`src/rtl/distance_pkg.sv`:
```
// Types and default constants shared by the distance filter and the display stage.
package distance_pkg;

    localparam int DIST_WIDTH    = 32;
    localparam int DEF_MAX_RANGE = 400;
    localparam int DEF_NEAR_TH   = 30;
    localparam int DEF_FAR_TH    = 40;

    typedef logic [DIST_WIDTH-1:0] dist_t;

    typedef enum logic {
        WARMUP = 1'b0,
        RUN    = 1'b1
    } state_t;

endpackage

```
`src/rtl/distance_filter_window_sum.sv`:
```
// Ring buffer of the last 2^WIN_LOG2 accepted samples with a running sum.
// sum and full describe the window including this cycle's accept, so the caller can register them directly.
module window_sum #(
    parameter int WIDTH    = 32,
    parameter int WIN_LOG2 = 2
) (
    input  logic                      clk,
    input  logic                      rst,
    input  logic                      accept,
    input  logic                      flush,
    input  logic [WIDTH-1:0]          din,
    output logic [WIDTH+WIN_LOG2-1:0] sum,
    output logic                      full
);

    localparam int DEPTH = 1 << WIN_LOG2;
    localparam int SW    = WIDTH + WIN_LOG2;
    localparam logic [WIN_LOG2:0] FILL_MAX = (WIN_LOG2 + 1)'(DEPTH);

    logic [WIDTH-1:0]    ring [DEPTH];
    logic [WIN_LOG2-1:0] ptr;
    logic [WIN_LOG2:0]   fill;
    logic [SW-1:0]       sum_q;

    // Unfilled entries hold zero, so subtracting the overwritten entry is always safe.
    assign sum  = accept ? (sum_q + SW'(din) - SW'(ring[ptr])) : sum_q;
    assign full = (fill == FILL_MAX) || (accept && (fill == FILL_MAX - 1'b1));

    always_ff @(posedge clk or posedge rst) begin
        if (rst) begin
            sum_q <= '0;
            ptr   <= '0;
            fill  <= '0;
            for (int i = 0; i < DEPTH; i++) ring[i] <= '0;
        end else if (flush) begin
            sum_q <= '0;
            ptr   <= '0;
            fill  <= '0;
            for (int i = 0; i < DEPTH; i++) ring[i] <= '0;
        end else if (accept) begin
            ring[ptr] <= din;
            ptr       <= ptr + 1'b1;
            sum_q     <= sum;
            if (fill != FILL_MAX) fill <= fill + 1'b1;
        end
    end

endmodule

```
`src/rtl/distance_filter.sv`:
```
// Range-gated moving average of ranging results with a hysteretic near flag and an idle timeout.
// Stream contract: in_valid is a one-cycle pulse with no backpressure; out_valid is a one-cycle pulse one edge after the accept.
module distance_filter
    import distance_pkg::*;
#(
    parameter int          WIDTH     = DIST_WIDTH,
    parameter int          WIN_LOG2  = 2,
    parameter int unsigned MAX_RANGE = DEF_MAX_RANGE,
    parameter int unsigned NEAR_TH   = DEF_NEAR_TH,
    parameter int unsigned FAR_TH    = DEF_FAR_TH,
    parameter int unsigned TIMEOUT   = 50_000_000
) (
    input  logic             clk,
    input  logic             rst,
    input  logic             in_valid,
    input  logic [WIDTH-1:0] in_distance,
    output logic             out_valid,
    output logic [WIDTH-1:0] out_distance,
    output logic             near,
    output logic             stale,
    output logic [15:0]      dropped,
    output state_t           state_dbg
);

    localparam int IW = $clog2(TIMEOUT) + 1;
    localparam logic [IW-1:0]    IDLE_LAST = IW'(TIMEOUT - 1);
    localparam logic [WIDTH-1:0] MAX_V     = WIDTH'(MAX_RANGE);
    localparam logic [WIDTH-1:0] NEAR_V    = WIDTH'(NEAR_TH);
    localparam logic [WIDTH-1:0] FAR_V     = WIDTH'(FAR_TH);

    state_t                    state, state_n;
    logic                      accept, reject, emit, flush, timeout_fire;
    logic [IW-1:0]             idle;
    logic [WIDTH+WIN_LOG2-1:0] win_sum;
    logic                      win_full;
    logic [WIDTH-1:0]          avg;

    assign accept       = in_valid && (in_distance <= MAX_V);
    assign reject       = in_valid && !accept;
    // Stale gates the timeout so the held counter never triggers a second flush.
    assign timeout_fire = !accept && !stale && (idle == IDLE_LAST);
    assign avg          = win_sum[WIDTH+WIN_LOG2-1:WIN_LOG2];
    assign state_dbg    = state;

    window_sum #(
        .WIDTH    (WIDTH),
        .WIN_LOG2 (WIN_LOG2)
    ) u_window_sum (
        .clk    (clk),
        .rst    (rst),
        .accept (accept),
        .flush  (flush),
        .din    (in_distance),
        .sum    (win_sum),
        .full   (win_full)
    );

    always_comb begin
        state_n = state;
        emit    = 1'b0;
        flush   = 1'b0;
        if (accept) begin
            case (state)
                WARMUP: begin
                    if (win_full) begin
                        emit    = 1'b1;
                        state_n = RUN;
                    end
                end
                RUN:     emit = 1'b1;
                default: state_n = WARMUP;
            endcase
        end else if (timeout_fire) begin
            flush   = 1'b1;
            state_n = WARMUP;
        end
    end

    always_ff @(posedge clk or posedge rst) begin
        if (rst) begin
            state        <= WARMUP;
            out_valid    <= 1'b0;
            out_distance <= '0;
            near         <= 1'b0;
            stale        <= 1'b0;
            idle         <= '0;
            dropped      <= '0;
        end else begin
            state     <= state_n;
            out_valid <= emit;
            if (emit) begin
                out_distance <= avg;
                if (avg < NEAR_V)     near <= 1'b1;
                else if (avg > FAR_V) near <= 1'b0;
            end else if (timeout_fire) begin
                near <= 1'b0;
            end
            if (accept)            stale <= 1'b0;
            else if (timeout_fire) stale <= 1'b1;
            if (accept)                 idle <= '0;
            else if (idle != IDLE_LAST) idle <= idle + 1'b1;
            if (reject && (dropped != 16'hFFFF)) dropped <= dropped + 1'b1;
        end
    end

endmodule

```
`config.mk`:
```
export PLATFORM = sky130hd
export DESIGN_NAME = distance_filter
export DESIGN_NICKNAME = d
export VERILOG_FILES = /design/src/rtl/distance_pkg.sv /design/src/rtl/distance_filter_window_sum.sv /design/src/rtl/distance_filter.sv
export SDC_FILE = /design/constraint.sdc
export NUM_CORES = 1
export LEC_CHECK = 0
export ABC_AREA = 1
export CAP_MARGIN = 20
export CELL_PAD_IN_SITES_DETAIL_PLACEMENT = 1
export CELL_PAD_IN_SITES_GLOBAL_PLACEMENT = 2
export CORE_MARGIN = 2
export CORE_UTILIZATION = 32
export CTS_CLUSTER_DIAMETER = 100
export DETAILED_ROUTE_END_ITERATION = 10
export HOLD_SLACK_MARGIN = 0.08
export PLACE_DENSITY_LB_ADDON = 0.1
export SLEW_MARGIN = 20
export SYNTH_ARGS = -nofsm -noshare
export SYNTH_HDL_FRONTEND = slang
export SYNTH_SLANG_ARGS = --single-unit
```
`constraint.sdc`:
```
create_clock -name clk -period 8.9 [get_ports clk]
set_input_delay 2.225 -clock clk [delete_from_list [all_inputs] [get_ports clk]]
set_output_delay 2.225 -clock clk [all_outputs]
set_load 0.005 [all_outputs]
```
==> summary.md, run 1 <==
| Metric | Value |
|---|---|
| H-Tree Depth | `1` |
| Max Fanout on Critical Path | `5` |
| Multi-input logic area | `between 0.006 and 0.007 mm^2` |
| Synth Area per Inst | `7.325 um^2` |
| Antenna Nets Post-Route | `0` |
| Post-synthesis cell count | `approximately 2k` |
| Tightest Pin Transition | `approximately 880 ps` |
| CORE AREA | `0.04519 mm^2` |
| Final Core Density | `between 30% and 40%` |
| Max transition margin | `40.94%` |
| Reg2reg path depth | `27` |
| Post-synth ARST share | `100.0%` |
| Drt wl/cell | `between 15 and 20 um` |
| Row cnt | `78` |
| Vias in the first global route | `between 10k and 15k` |
| Worst Hold Path Cells | `2` |
| Outcome | `complete, no violations` |
| Clock Skew | `between 15 and 20 ps` |
| Setup repair bufs after CTS | `0` |
| Remaining Overflow, GRT | `0` |
| Fill count | `between 5k and 6k` |
| #FFs+latches synth | `~250` |
| Number of synthesized flops with an enable pin | `0` |
| Hold_buf cts | `0` |
| Synth area leaders | `dfrtp_1, nand2_1, inv_1, nor2_1, o21ai_0` |
| Chip Height | `around 220 um` |
| Post-synthesis net count | `approximately 2.1k` |
| Clk Latency, worst-skew pair | `approximately 600 ps` |
| Io pins | `87` |
| Peak VDD IR | `approximately 160 uV` |
| Final HPWL DP | `approximately 35000 um` |
| Worst setup EP type | `flip-flop` |
| Max-slew violations | `0` |
| Layout cells sized above 1 | `between 5 and 6%` |
| Max-cap violations | `0` |
| Routability cong. | `about 0.84` |
| Root buf cell | `clkbuf_16` |
| Final min period | `5381 ps` |
| Final nets | `around 2.2k` |
| Crit Path Class | `in -> reg` |
| F_max | `roughly 190 MHz` |
| Initial antenna violation count | `0` |
| Sink Count | `~250` |
| Post-synth top area share | `42.13%` |
| Cell area after synthesis | `roughly 0.015 mm^2` |
| Post-synth top flop | `dfrtp_1` |
| Area growth, synth to finish | `17.24%` |
| Post-synthesis cell type count | `49` |
| Final worst-path cycle share | `between 60% and 70%` |
| RSZ-0062 raised after global routing | `no` |
| WL final | `around 48000 um` |
| Die width | `217.7 um` |
| Largest net degree at the start of global routing | `176` |
| Via Count | `approximately 13k` |
| Num CTS Buffers | `31` |
| Max clock buf depth | `3` |
| CP Data Required Time | `9440 ps` |
| Initial Util | `32.34%` |
| Storage cell area | `about 0.0062 mm^2` |
| Total Power | `roughly 2.8 mW` |
| Top cells by count, synth | `nand2_1, inv_1, dfrtp_1, nor2_1, o21ai_0` |
| Warnings from Yosys | `0` |
| Final Hold Vio Count | `0` |
| Dominant cell type by area after synthesis | `dfrtp_1` |
| Via/cell ratio | `between 4 and 5` |
| # setup viols final | `0` |
| First-pass GRT wire length | `between 70000 and 80000 um` |
| Die area | `around 0.047 mm^2` |
| Setup crit start kind | `input port` |
| Clock Pin Slew Worst Setup and Hold Paths | `around 60 ps` |
| WP data arrival | `about 5900 ps` |
| Most used standard cell by instance count after synthesis | `nand2_1` |
| Seq/Total Area, Yosys | `42.13%` |
| # port buffers | `86` |
| P_leak | `9.627 nW` |
| DRC violations left | `0` |
| TritonRoute pass-1 iters | `4` |
| Initial DRC Count | `approximately 800` |
| Setup TNS | `0 ps` |
| Layout Cells excl Fill | `~2.7k` |
| Placed cell count | `2633` |
| TritonCTS clock tree | `done` |
| Worst min-delay path class | `reg -> reg` |
| CTS resizes | `0` |
| All-Layer GR Usage | `about a fifth` |
| Power per Cell Area | `~160 mW/mm^2` |
[worst paths after layout]
| path | end | slack, ps | startpoint |
|---|---|---|---|
| max | near$_DFFE_PP0P_ | 3520 | in_distance[14] |
| min | u_window_sum.ring[88]$_DFFE_PP0P_ | 460 | u_window_sum.ring[88]$_DFFE_PP0P_ |
| max reg2reg | near$_DFFE_PP0P_ | 3690 | u_window_sum.ptr[0]$_DFFE_PP0P_ |
| min reg2reg | u_window_sum.ring[88]$_DFFE_PP0P_ | 460 | u_window_sum.ring[88]$_DFFE_PP0P_ |
| max in group asynchronous | u_window_sum.ring[90]$_DFFE_PP0P_ | 5650 | rst |
| min in group asynchronous | out_distance[3]$_DFFE_PP0P_ | 1960 | rst |
[state kept, by name, summed over array words and instances, names as in the netlist]
name,count
stale,1
state_dbg,1
out_valid,1
u_window_sum.sum_q,34
out_distance,32
dropped,16
u_window_sum.fill,3
near,1
idle,27
u_window_sum.ring,128
u_window_sum.ptr,2
[critical path: stages]
cell	delay (ps)
clkdlybuf4s50_1	580
inv_1	90
fa_1	540
inv_1	40
ha_1	370
nand2_1	190
inv_1	60
nand2_1	60
nand2_1	90
a21oi_1	150
nand2_1	150
or2_0	230
nand3_1	110
nand2_1	80
inv_1	100
nand2_1	60
nor2_1	90
nand2_1	80
nor2_1	300
nand3_1	120
nand3_1	90
nand2_1	60
inv_1	50
[layout make-up]
class,count,area share (%)
antenna,1,0.01461
sequential,246,35.94
inverter,429,9.428
tap,600,4.382
clock inverter,10,0.8691
timing repair buffer,96,5.653
multi-input combinational,1263,38.33
clock buffer,46,5.382
[cell families after synthesis]
| kind of cell | share of synthesized area, % |
|---|---|
| compound gates | 10.42 |
| xor+xnor | 1.379 |
| fa+ha+maj | 8.066 |
| buf+inv | 12.98 |
| flops | 42.13 |
| mux | 0.06850 |
| simple gates | 24.96 |
[through the flow]
step | worst slack, ps | area (um^2) | hold WS (ps)
finish | 3519 | 17130 | 461.2
global route | 3281 | 17130 | 485.4
CTS | 3456 | 17100 | 463.8
detailed placement | 2845 | 16030 | 447.2
global placement | 2557 | 16030 | 442.4
floorplan | 3443 | 14620 | 430.9
[layer usage]
metal	wire (um)	track usage, %	vias to the layer above
met2	21230	32.62	144
met5	0	0	-
met4	1057	4.840	0
met3	1391	2.650	56
li1	-	-	6253
met1	24370	30.37	6298
[power breakdown]
part	internal [mW]	total [mW]	switching [mW]
Combinational	0.118	0.306	0.189
Clock	0.802	1.33	0.528
Sequential	1.14	1.16	0.0218
[cells in the final DEF (no fill, tap or decap), types with 3 or more instances in the layout]
cell type | netlist | layout
a21oi_1 | 77 | 77
a31oi_1 | 4 | 4
buf_4 | 5 | 8
bufinv_16 | 0 | 3
clkbuf_1 | 27 | 6
clkbuf_16 | 0 | 31
clkbuf_8 | 0 | 9
clkdlybuf4s50_1 | 0 | 86
clkinv_2 | 1 | 5
dfrtp_1 | 246 | 245
fa_1 | 32 | 32
ha_1 | 43 | 43
inv_1 | 413 | 411
inv_2 | 15 | 16
nand2_1 | 509 | 508
nand2_2 | 3 | 3
nand3_1 | 73 | 73
nand3b_1 | 11 | 11
nand4_1 | 13 | 13
nor2_1 | 215 | 215
nor2_2 | 3 | 3
nor3_1 | 22 | 22
nor3_2 | 4 | 4
nor4_1 | 10 | 10
o21ai_0 | 147 | 147
o21ai_1 | 5 | 5
o21bai_1 | 6 | 6
o22ai_1 | 33 | 33
or2_2 | 5 | 5
xnor2_1 | 5 | 5
xor2_1 | 18 | 18
No activity file was read; power rests on OpenSTA's default activity.
==> run 2, diff against run 1 <==
==> constraint.sdc (replaced) <==
create_clock -name clk -period 4.9 [get_ports clk]
set_input_delay 1.225 -clock clk [delete_from_list [all_inputs] [get_ports clk]]
set_output_delay 1.225 -clock clk [all_outputs]
set_load 0.005 [all_outputs]
==> run 2 against run 1 <==
Net effect: critical endpoint unchanged; count of clock-buffer cells in the layout fell by 9; highest routed layer unchanged; sequential power rose by 81%; first-iteration DRC count shrank 17%; critical path type unchanged.
==> summary.md, run 2 (same netlist as run 1, synthesis figures left out) <==
| Metric | Value |
|---|---|
| Initial antenna violation count | `1` |
| Final worst-path cycle share | `slightly below 90%` |
| Crit path cell chain | `clkdlybuf4s50_1 > inv_1 > fa_1 > inv_1 > ha_1 > nand2_1 > inv_1 > nand2_1 > nand2_1 > nand3b_1 > xnor2_1 > nand2_1 > nand2_1 > nand3_1 > nor2_1 > nand2_1 > nor2_1 > nand3_1 > nand3_1 > nand2_1 > inv_1` |
| Cell area after layout | `roughly 0.017 mm^2` |
| Initial DRC Count | `~650` |
| Tightest Pin Transition | `between 800 and 900 ps` |
| All-Layer GR Usage | `between 20% and 30%` |
| Switch Pwr | `1.312 mW` |
| Clk Latency, worst-skew pair | `580 ps` |
| Worst min-delay path class | `reg -> reg` |
| Setup crit start kind | `input port` |
| # setup viols final | `0` |
| Drt wl/cell | `around 17 um` |
| Worst setup EP type | `flip-flop` |
| Top reg by flops | `u_window_sum.ring` |
| Hold_buf cts | `0` |
| Sw Ratio | `between 20% and 30%` |
| Num CTS Buffers | `29` |
| Power per Cell Area | `between 200 and 300 mW/mm^2` |
| Clock Pin Slew Worst Setup and Hold Paths | `around 60 ps` |
| Critical path buffers and inverters | `5` |
| Row cnt | `78` |
| Via/cell ratio | `4.691` |
| Placed cell count | `between 2k and 3k` |
| Fill count | `between 5k and 6k` |
| Setup repair bufs after CTS | `0` |
| # port buffers | `86` |
| WL final | `47820 um` |
| Vias in the first global route | `~14k` |
| P_leak | `between 9 and 10 nW` |
| Io pins | `87` |
| CP max stage cell | `fa_1` |
| Register share of total power | `between 40% and 50%` |
| Max Fanout on Critical Path | `5` |
| First-pass GRT wire length | `76880 um` |
| Final HPWL DP | `approximately 37000 um` |
| CP most frequent cell | `nand2_1` |
| Area growth, synth to finish | `19.27%` |
| Crit path max-delay family | `simple AND/OR/NAND/NOR gates` |
| Max clock buf depth | `3` |
| WP data arrival | `~4800 ps` |
| Diode count | `0` |
| Peak VDD IR | `253.6 uV` |
| RSZ-0062 raised after global routing | `no` |
| F_max | `around 230 MHz` |
| Critical Path Max Stage Delay | `~560 ps` |
| Max FFs per register | `about 130` |
| Chip Height | `~220 um` |
| Routability cong. | `about 0.86` |
| Most common cell after layout, fill and taps aside | `nand2_1` |
| H-Tree Depth | `1` |
| Layout Cells excl Fill | `~2.7k` |
| TritonRoute pass-1 iters | `5` |
| Layout cells sized above 1 | `slightly above 7%` |
| Antenna Nets Post-Route | `0` |
| Final nets | `roughly 2.2k` |
| Part of the power in combinational logic | `a little under an eighth` |
| Commonest non-fill, non-tap cells in the layout | `nand2_1, inv_1, dfrtp_1, nor2_1, o21ai_0` |
| Root buf cell | `clkbuf_16` |
| CTS resizes | `0` |
| Initial Util | `32.34%` |
| TritonCTS clock tree | `done` |
| Sink Count | `between 200 and 250` |
| Via Count | `12.84k` |
| P_int | `between 3 and 4 mW` |
| Final min period | `between 4000 and 5000 ps` |
| Outcome | `complete, no violations` |
| Final Hold Vio Count | `0` |
| Die area | `approximately 0.047 mm^2` |
| Max transition margin | `between 40% and 50%` |
| Clk pwr share | `roughly 45%` |
| Largest net degree at the start of global routing | `67` |
| CORE AREA | `0.04519 mm^2` |
| Remaining Overflow, GRT | `0` |
| DRC violations left | `0` |
| Max-cap violations | `0` |
| Max-slew violations | `0` |
| Leading registers by flop count | `u_window_sum.ring x128, u_window_sum.sum_q x34, out_distance x32` |
| Die width | `around 220 um` |
| Area post-placement | `0.01646 mm^2` |
| Crit Path Class | `in -> reg` |
| CP Data Required Time | `5420 ps` |
| Clock Skew | `9.236 ps` |
run 2: worst min-delay path, stage by stage, from the launching register on:
cell	delay, ps
dfrtp_1	340
nand2_1	50
inv_1	40
run 2: area by class of cell:
cell class,instances,area [um^2],area share (%)
Tap cell,600,750.7,4.308
Timing Repair Buffer,145,1379,7.912
Sequential cell,246,6157,35.33
Clock buffer,37,805.8,4.623
Inverter,429,1615,9.268
Clock inverter,16,157.7,0.9046
Multi-Input combinational cell,1263,6563,37.66
run 2: worst paths after layout:
check,from,end,slack (ps),depth (start not counted)
hold reg to reg,u_window_sum.ring[83]$_DFFE_PP0P_,u_window_sum.ring[83]$_DFFE_PP0P_,460,2
max in group asynchronous,rst,u_window_sum.ring[66]$_DFFE_PP0P_,2900,3
min in group asynchronous,rst,out_distance[4]$_DFFE_PP0P_,1160,2
hold / removal,u_window_sum.ring[83]$_DFFE_PP0P_,u_window_sum.ring[83]$_DFFE_PP0P_,460,2
setup reg to reg,u_window_sum.ptr[1]$_DFFE_PP0P_,near$_DFFE_PP0P_,650,23
setup / recovery,in_distance[8],near$_DFFE_PP0P_,620,21
run 2: power groups by stage:
stage	sequential (mW)	combinational, mW	clock, mW
2_1_floorplan	2.13	0.333	0
3_3_place_gp	2.14	0.587	0
3_5_place_dp	2.14	0.592	0
4_1_cts	2.10	0.596	2.28
5_1_grt	2.10	0.662	2.36
6_report	2.10	0.585	2.20
run 2: through the flow:
stage / setup TNS [ps] / power, mW / hold slack [ps] / util [%] / setup WS [ps]
after detailed placement: 0 / 2.730 / 446.6 / 36.44 / 38.08
after global routing: 0 / 5.121 / 482.2 / 38.57 / 301.2
final: 0 / 4.881 / 458.5 / 38.57 / 622.1
after CTS: 0 / 4.977 / 462.6 / 38.57 / 571.4
after floorplan: 0 / 2.466 / 430.9 / - / 443.3
after global placement: -42.56 / 2.724 / 443.2 / 36.44 / -42.56
run 2: metal layers:
layer  global-route usage [%]  share of wire [%]  up-vias  routed length, um
met5                        0                  0        -                  0
li1                         -                  -     6345                  -
met2                    34.06                 46      133              21810
met1                    29.97                 50     6311              23990
met3                    2.441                2.7       46               1282
met4                    3.470                1.5        0                733
==> run 3, diff against run 2 <==
--- a/config.mk
+++ b/config.mk
@@ -9,8 +9,9 @@
 export CAP_MARGIN = 20
 export CELL_PAD_IN_SITES_DETAIL_PLACEMENT = 1
 export CELL_PAD_IN_SITES_GLOBAL_PLACEMENT = 2
-export CORE_MARGIN = 2
-export CORE_UTILIZATION = 32
+export CORE_MARGIN = 3
+export CORE_UTILIZATION = 33
+export CTS_BUF_LIST = sky130_fd_sc_hd__clkbuf_2
 export CTS_CLUSTER_DIAMETER = 100
 export DETAILED_ROUTE_END_ITERATION = 10
 export HOLD_SLACK_MARGIN = 0.08
==> run 3 against run 2 <==
Net effect: sequential share of layout area up 0.86 points; register-to-register slack worse by 40 ps; highest routed layer is now met5; final area down 2.4%; sequential power about the same; power down 11%; wire length up 1.7%; critical path depth unchanged; worst hold slack better by 8.2 ps; non-clock buffer count down 12; largest cell class unchanged.
==> summary.md, run 3 (same netlist as run 1, synthesis figures left out) <==
| Metric | Value |
|---|---|
| All-Layer GR Usage | `about a fifth` |
| Vias in the first global route | `approximately 14k` |
| Area post-placement | `between 0.015 and 0.02 mm^2` |
| Clock Skew | `approximately 90 ps` |
| Final min period | `approximately 4300 ps` |
| Chip Height | `between 200 and 250 um` |
| Setup repair bufs after CTS | `0` |
| Max clock buf depth | `3` |
| TritonRoute pass-1 iters | `4` |
| Crit path cell chain | `buf_4 > o21ai_0 > o22ai_1 > fa_1 > inv_1 > ha_1 > nand2_1 > inv_1 > a21oi_1 > nand2_1 > a21oi_1 > nand3_1 > nand3_1 > nand2_1 > nor2_1 > nand3_1 > nor2_1 > nand3_1 > nand3_1 > nand2_1 > inv_1` |
| # port buffers | `86` |
| Placed cell count | `2656` |
| Largest net degree at the start of global routing | `between 60 and 70` |
| Via/cell ratio | `between 4 and 5` |
| CTS resizes | `0` |
| Max transition margin | `around a third` |
| Worst min-delay path class | `reg -> reg` |
| F_max | `between 200 and 250 MHz` |
| Via Count | `between 10k and 15k` |
| Sw Ratio | `between 30% and 40%` |
| Final worst-path cycle share | `87.60%` |
| Drt wl/cell | `about 17 um` |
| P_int | `2.957 mW` |
| P_leak | `9.782 nW` |
| H-Tree Depth | `3` |
| Met1 GRT Util | `30.38%` |
| Commonest non-fill, non-tap cells in the layout | `nand2_1, inv_1, dfrtp_1, nor2_1, o21ai_0` |
| CP Data Required Time | `~5800 ps` |
| CP most frequent cell | `nand3_1` |
| Max FFs per register | `128` |
| Layout cells sized above 1 | `under 10%` |
| WL final | `a little under 50000 um` |
| Routability cong. | `about 0.84` |
| Io pins | `slightly below 90` |
| Root buf cell | `clkbuf_2` |
| Final nets | `2257` |
| Outcome | `complete, no violations` |
| Fin Hold WS | `between 400 and 500 ps` |
| Initial Util | `between 30% and 40%` |
| CORE AREA | `0.04336 mm^2` |
| Register share of total power | `approximately half` |
| RSZ-0062 raised after global routing | `no` |
| Max-cap violations | `0` |
| Top reg by flops | `u_window_sum.ring` |
| Remaining Overflow, GRT | `0` |
| Row cnt | `76` |
| Crit Path Class | `reg -> reg` |
| Total Power | `4.321 mW` |
| Max-slew violations | `0` |
| Antenna Nets Post-Route | `0` |
| Top Usage Layer GRT | `met2` |
| Fill count | `5511` |
| Setup crit start kind | `flip-flop` |
| Met2 Use GR | `roughly 33%` |
| TritonCTS clock tree | `done` |
| WP data arrival | `around 5200 ps` |
| Initial antenna violation count | `3` |
| Area growth, synth to finish | `16.42%` |
| Num CTS Buffers | `74` |
| Layout Cells excl Fill | `between 2k and 3k` |
| Switch Pwr | `around 1.4 mW` |
| Final Hold Vio Count | `0` |
| Part of the power in combinational logic | `between 10% and 20%` |
| Worst setup EP type | `flip-flop` |
| Die area | `around 0.047 mm^2` |
| Clk Latency, worst-skew pair | `between 1000 and 1500 ps` |
| Critical Path Max Stage Delay | `550 ps` |
| Power per Cell Area | `254.0 mW/mm^2` |
| Hold_buf cts | `0` |
| Die width | `between 200 and 250 um` |
| Critical R2R Launch | `u_window_sum.ptr[0]$_DFFE_PP0P_` |
| Peak VDD IR | `about 140 uV` |
| Crit path from | `u_window_sum.ptr[0]$_DFFE_PP0P_` |
| DRC violations left | `0` |
| # setup viols final | `0` |
| Tightest Pin Transition | `approximately 970 ps` |
| Most common cell after layout, fill and taps aside | `nand2_1` |
| Initial DRC Count | `approximately 770` |
| Cell area after layout | `0.01701 mm^2` |
| Leading registers by flop count | `u_window_sum.ring x128, u_window_sum.sum_q x34, out_distance x32` |
| M3 GR Usage | `under 10%` |
| Clk pwr share | `roughly two fifths` |
| Worst Hold Launch | `u_window_sum.ring[83]$_DFFE_PP0P_` |
| First-pass GRT wire length | `a little under 80000 um` |
| Final HPWL DP | `between 30000 and 40000 um` |
| Sink Count | `between 200 and 250` |
| CP max stage cell | `o22ai_1` |
| Clock Pin Slew Worst Setup and Hold Paths | `about 100 ps` |
| Max Fanout on Critical Path | `46` |
[run 3: cell types whose count changed in the layout (fill, tap and decap cells not counted), moves of 3 or more]
cell,previous run,this run
buf_4,53,43
clkbuf_1,3,0
clkinv_1,0,13
clkbuf_8,5,0
diode_2,0,4
clkinv_2,10,5
clkbuf_2,0,103
clkbuf_16,29,0
[run 3: power by group through the flow]
stage | registers [mW] | logic [mW] | clock network, mW
CTS | 2.10 | 0.581 | 1.76
detailed placement | 2.14 | 0.577 | 0
floorplan | 2.13 | 0.333 | 0
global placement | 2.14 | 0.570 | 0
finish | 2.10 | 0.570 | 1.65
global route | 2.10 | 0.649 | 1.88
[run 3: stage by stage]
stage | util (%) | setup WS [ps] | setup TNS (ps)
after CTS | 39.21 | 599.3 | 0
final | 39.23 | 607.8 | 0
after global routing | 39.23 | 237.7 | 0
after detailed placement | 37.66 | -122.0 | -122.0
after floorplan | - | 443.3 | 0
after global placement | 37.66 | -65.13 | -65.13
[run 3: cell type report]
class	instances	area, um^2	share of cell area, %
tap	585	732.0	4.302
clock buffer	103	515.5	3.030
sequential	246	6157	36.19
multi-input combinational	1263	6563	38.57
clock inverter	23	156.4	0.9193
timing repair buffer	133	1264	7.428
antenna	4	10.01	0.05884
inverter	429	1615	9.495
[run 3: per-layer routing]
layer	wire, um	vias up
met5	10	-
met4	788	2
met3	1658	67
met2	21590	181
met1	24600	6343
li1	-	6450
[run 3: path summary, 6_finish.rpt]
path | end | slack [ps] | cells after the start
max in group asynchronous | u_window_sum.sum_q[27]$_DFFE_PP0P_ | 3240 | 3
min in group asynchronous | u_window_sum.ring[75]$_DFFE_PP0P_ | 740 | 2
min | u_window_sum.ring[83]$_DFFE_PP0P_ | 470 | 2
min reg2reg | u_window_sum.ring[83]$_DFFE_PP0P_ | 470 | 2
max | near$_DFFE_PP0P_ | 610 | 21
max reg2reg | near$_DFFE_PP0P_ | 610 | 21
[run 3: critical path, delay by kind of cell, from the launching register on]
family / cells / cell delay (ps)
fa+ha+maj: 2 / 800
flops: 1 / 400
buf+inv: 4 / 620
simple gates: 11 / 1100
compound gates: 4 / 1250
